File: config.mk
export PLATFORM = sky130hd
export DESIGN_NAME = arb_mux
export DESIGN_NICKNAME = d
export VERILOG_FILES = /design/src/rtl/arb_mux_pkg.sv /design/src/rtl/arb_mux_rr_pick.sv /design/src/rtl/arb_mux.sv
export SDC_FILE = /design/constraint.sdc
export NUM_CORES = 1
export LEC_CHECK = 0
export BUFFER_PORTS_ARGS = -buffer_cell sky130_fd_sc_hd__buf_2
export CAP_MARGIN = 15
export CORE_AREA = 2 2 438 440
export CTS_CLUSTER_DIAMETER = 30
export CTS_CLUSTER_SIZE = 16
export DETAILED_ROUTE_END_ITERATION = 12
export DIE_AREA = 0 0 440 442
export PLACE_DENSITY = 0.3
export SYNTH_ARGS = -nofsm -noshare
export SYNTH_HDL_FRONTEND = slang
export SYNTH_SLANG_ARGS = --single-unit
File: constraint.sdc
create_clock -name clk -period 8.7 [get_ports clk]
set_clock_uncertainty 0.2 [all_clocks]
set_input_delay 0.435 -clock clk [delete_from_list [all_inputs] [get_ports clk]]
set_output_delay 0.435 -clock clk [all_outputs]
set_load 0.02 [all_outputs]
File: src/rtl/arb_mux_pkg.sv
// Shared types and helpers for the arb_mux registered channel multiplexer.
package arb_mux_pkg;

  // Channel selection policy, sampled every cycle.
  typedef enum logic {
    MODE_DIRECT = 1'b0,
    MODE_RR     = 1'b1
  } mode_t;

  // Increment a channel index, wrapping at n rather than at a power of two.
  function automatic int next_idx(input int idx, input int n);
    return (idx >= n - 1) ? 0 : idx + 1;
  endfunction

endpackage

File: src/rtl/arb_mux_rr_pick.sv
// Round-robin pick: first requesting channel at or after ptr, wrapping modulo N.
module rr_pick #(
  parameter  int N    = 16,
  localparam int SELW = $clog2(N)
) (
  input  logic [N-1:0]    req,
  input  logic [SELW-1:0] ptr,
  output logic            gnt_valid,
  output logic [SELW-1:0] gnt
);

  localparam logic [SELW:0] N_EXT = (SELW + 1)'(N);

  logic [2*N-1:0] req2;
  logic [N-1:0]   rot;
  logic [SELW-1:0] off;
  logic [SELW:0]  sum;

  // Rotate a doubled copy so ptr lands at bit 0, find the lowest set bit, then
  // map the offset back to an absolute channel index.
  always_comb begin
    // NOTE: every output of an always_comb gets a value before any branch, so no latch can be inferred.
    off       = '0;
    gnt       = '0;
    req2      = {req, req};
    rot       = N'(req2 >> ptr);
    gnt_valid = |req;
    for (int i = N - 1; i >= 0; i--) begin
      if (rot[i]) off = SELW'(i);
    end
    sum = {1'b0, ptr} + {1'b0, off};
    if (sum >= N_EXT) gnt = SELW'(sum - N_EXT);
    else              gnt = sum[SELW-1:0];
  end

endmodule

File: src/rtl/arb_mux.sv
// N-channel registered multiplexer with valid/ready on every port; selects by
// index (direct) or by a rotating round-robin pointer.
module arb_mux
  import arb_mux_pkg::*;
#(
  parameter  int WIDTH = 64,
  parameter  int N     = 16,
  localparam int SELW  = $clog2(N)
) (
  input  logic               clk,
  input  logic               reset_n,
  input  logic [N*WIDTH-1:0] in_data,
  input  logic [N-1:0]       in_valid,
  output logic [N-1:0]       in_ready,
  input  mode_t              mode,
  input  logic [SELW-1:0]    sel,
  output logic [WIDTH-1:0]   out_data,
  output logic [SELW-1:0]    out_src,
  output logic               out_valid,
  input  logic               out_ready
);

  localparam int            NPAD  = 2 ** SELW;
  localparam logic [SELW:0] N_EXT = (SELW + 1)'(N);

  logic [SELW-1:0]  ptr;
  logic             rr_valid;
  logic [SELW-1:0]  rr_gnt;
  logic [NPAD-1:0]  valid_pad;
  logic             sel_ok;
  logic             grant_valid;
  logic [SELW-1:0]  grant;
  logic             slot_free;
  logic             xfer;
  logic [WIDTH-1:0] sel_data;

  rr_pick #(.N(N)) u_rr_pick (
    .req       (in_valid),
    .ptr       (ptr),
    .gnt_valid (rr_valid),
    .gnt       (rr_gnt)
  );

  // Grant selection and ready generation; ready never looks at in_data.
  always_comb begin
    valid_pad          = '0;
    valid_pad[N-1:0]   = in_valid;
    sel_ok             = ({1'b0, sel} < N_EXT);
    slot_free          = !out_valid || out_ready;
    if (mode == MODE_RR) begin
      grant       = rr_gnt;
      grant_valid = rr_valid;
    end else begin
      grant       = sel;
      grant_valid = sel_ok && valid_pad[sel];
    end
    xfer     = slot_free && grant_valid;
    in_ready = '0;
    if (xfer) in_ready[grant] = 1'b1;
  end

  // Data path mux for the granted channel.
  always_comb begin
    sel_data = '0;
    for (int i = 0; i < N; i++) begin
      if (grant == SELW'(i)) sel_data = in_data[i*WIDTH +: WIDTH];
    end
  end

  // Output slot and round-robin pointer.
  always_ff @(posedge clk or negedge reset_n) begin
    if (!reset_n) begin
      out_valid <= 1'b0;
      out_data  <= '0;
      out_src   <= '0;
      ptr       <= '0;
    end else begin
      // NOTE: sequential state uses non-blocking assignments so every register samples pre-edge values.
      if (xfer) begin
        out_data  <= sel_data;
        out_src   <= grant;
        out_valid <= 1'b1;
        if (mode == MODE_RR) ptr <= SELW'(next_idx(int'(grant), N));
      end else if (out_ready) begin
        out_valid <= 1'b0;
      end
    end
  end

endmodule

==> metrics <==
Avg Synthesized Cell Area about 7 um2; cts bufs inserted 9; min cycle time layout 7.74 ns; share of the synthesized area in the top cell type approximately 14%; Synth async-reset ratio between 90% and 100%; setup TNS 0 ns; initial antenna violation count between 100 and 150; Die ar. 194000 um2; Routed met3 length 15.1 mm; die span in y roughly 440 um; prevailing post-synth register cell dfrtp_1; CP max-delay cell dfrtp_1; Cell Chain, Critical Path buf_4 -> mux4_2 -> and2_0 -> or4b_2 -> a21oi_1 -> o41ai_1 -> a41oi_1 -> nor2_1 -> a21oi_1 -> ha_1 -> a21o_1 -> a21oi_1 -> xnor2_1 -> nand2_1 -> or3_1 -> nand3_1 -> buf_4 -> nand3_4 -> buf_4 -> nor2_1 -> buf_2; DRC errors left 0; status completed; routability cong. between 0.9 and 1; crit path kind flop to output pin; YS warnings 0; final core occ between 10% and 20%; drt via density ~4.1; Area Overhead vs Synth 74.3%; fin crit share roughly 89%; Slew Viols, Final 0; vias in the first global route about 22000; slowest stage delay, CP around 0.66 ns; clk slew on worst S/H paths 0.07 ns; GRT Total Usage 17.3%; Initial DRC Count ~2000; Initial Utilization 6.82%; Req. time, crit path ~8.1 ns; Tightest Hold Check Type input pin to flop; Startpoint Class flop; largest net degree at the start of global routing between 70 and 80; mapped cell area approximately 13000 um2; Hold Startpoint in_data[973]; Worst path top cell family by delay simple AND/OR/NAND/NOR gates; final hold violations 0; placed inst area around 22000 um2; IO Pins 1133; root buf cell clkbuf_16; max-cap violations 0; post-synthesis sequential area ratio about 14%; R2R Path Start ptr[1]$_DFFE_PN0P_; relative slew slack about a third; Worst Path Max Fanout 35; vias around 22000; CP Launch Point ptr[1]$_DFFE_PN0P_; met2 wire length 82.7 mm; post-DP HPWL 153 mm; arrival time at the worst endpoint just over 7 ns; # port buffers between 1000 and 1500; CP Capture Type output pin; post-detailed-routing wire length between 150 and 200 mm; row cnt 160; Final Net Count approximately 4000; Design Area, Final between 20000 and 25000 um2; RSZ-0062 raised after global routing no; WL/cell between 30 and 40 um; leading area contributor after synthesis dfrtp_1; core region area around 190000 um2; CP bufs+invs 4; Bufs on Longest Clock Path 2; maximum vdd drop about 0.35 mV; final setup fails 0; Met1 Wirelength 76.5 mm; first-pass GRT wire length roughly 220 mm; Worst Hold Depth 3; power per cell area 638 nW/um2; H-tree Lvls 3; CP Depth 21; Post-synth EDFFs 0; P_leak between 8 and 9 nW; Yosys reg bits 73; CTS sink count 73; main area contributors after synthesis dfrtp_1 (14%), o21ai_0 (10%), a221o_1 (8.9%); Die W between 400 and 500 um; CTS-repair resized insts 0; Worst-Margin Slew a little under 1 ns; r2r setup slk ~1.0 ns; share of cells above drive strength 1 a little under half; R2R Path End out_data[39]$_DFFE_PN0P_; total grt overflow 0; clock latency on the worst-skew pair around 0.43 ns; highest metal used met5; synthesized instance count 1801; syn nets 2857; Yosys cell types slightly below 80; Final ANT Viol Nets 0; Max Clk Rate 129 MHz; CTS tree done; Pre-Repair DR Iteration Count 5; Critical Path Sink in_ready[13]; R2R depth 21
-- logic make-up after synthesis --
family	after synthesis	share of synthesized area, %
compound gates	1081	58.3
xor+xnor	3	0.203
fa+ha+maj	8	0.832
buf+inv	227	7.40
flops	73	14.1
mux	42	4.81
simple gates	367	14.3
-- stage by stage --
step,hold slack (ns),setup slack [ns],std cells,power (mW)
2_1_floorplan,-0.0606,2.10,1801,7.25
3_3_place_gp,0.264,-0.147,5341,14.1
3_5_place_dp,0.274,0.835,5345,14.1
4_1_cts,0.00526,0.781,5365,14.6
5_1_grt,0.0598,0.366,5372,15.3
6_report,0.0849,0.960,5396,14.4
-- routing by layer --
layer | up-vias | GRT usage [%]
li1 | 9558 | -
met1 | 11000 | 22.6
met2 | 1216 | 28.6
met3 | 172 | 5.06
met4 | 64 | 2.37
met5 | - | 0
-- worst min-delay path by stage --
stage                                     to
finish              out_data[13]$_DFFE_PN0P_
detailed placement    out_src[1]$_DFFE_PN0P_
floorplan            out_data[0]$_DFFE_PN0P_
global placement      out_src[2]$_DFFE_PN0P_
global route        out_data[13]$_DFFE_PN0P_
CTS                 out_data[13]$_DFFE_PN0P_
-- area by class of cell --
type | instances | area, um2
Multi-Input combinational cell | 1501 | 10400
Tap cell | 2511 | 3140
Inverter | 11 | 42.5
Fill cell | 22300 | 167000
Timing Repair Buffer | 1253 | 6770
Clock inverter | 5 | 30.0
Sequential cell | 73 | 1830
Clock buffer | 11 | 253
Antenna cell | 31 | 77.6
-- where the power goes --
group / total (mW) / internal [mW] / switching, mW
Combinational: 13.2 / 4.19 / 9.04
Sequential: 0.709 / 0.548 / 0.161
Clock: 0.437 / 0.208 / 0.229
-- cells in the mapped netlist, types with 10 or more instances --
library cell / instances
a2111oi_0: 35
a211oi_1: 58
a21oi_1: 151
a221o_1: 115
a221oi_1: 15
a22oi_1: 64
and3_1: 10
buf_2: 15
buf_6: 11
clkbuf_1: 180
dfrtp_1: 73
inv_1: 10
mux2_2: 11
mux2i_1: 16
mux4_2: 15
nand2_1: 124
nand3_1: 26
nor2_1: 46
nor2b_1: 53
nor3_1: 66
o21a_1: 57
o21ai_0: 265
o221ai_1: 57
o22a_1: 52
o22ai_1: 128
-- flip-flops by register name, indices dropped and copies added (netlist names) --
signal,flops
ptr,4
out_data,64
out_valid,1
out_src,4
-- worst reg2reg max path: cells and delay by family (launching register included) --
| family | cells | cell delay, ns |
|---|---|---|
| AOI/OAI and AO/OA | 7 | 1.88 |
| adders and majority gates | 2 | 0.78 |
| buffers and inverters | 4 | 1.12 |
| DFF | 1 | 0.66 |
| muxes | 2 | 1.00 |
| and+or+nand+nor | 6 | 1.94 |
-- repair_timing --
item                      CTS  global route
hold buffers                4             0
hold endpoints to repair   39             0
setup buffers               0             0
-- layout by cell type, fill, tap and decap left out, types with 52 or more instances in the layout --
cell type / n
nand2_1: 122
o221ai_1: 57
o21a_1: 56
nor2b_1: 52
a22oi_1: 64
buf_4: 102
nor3_1: 66
a21oi_1: 150
a221o_1: 115
o21ai_0: 261
dfrtp_1: 73
o22ai_1: 127
buf_2: 1132
o22a_1: 52
a211oi_1: 56
Note: power is estimated with default switching activity, not from simulation.
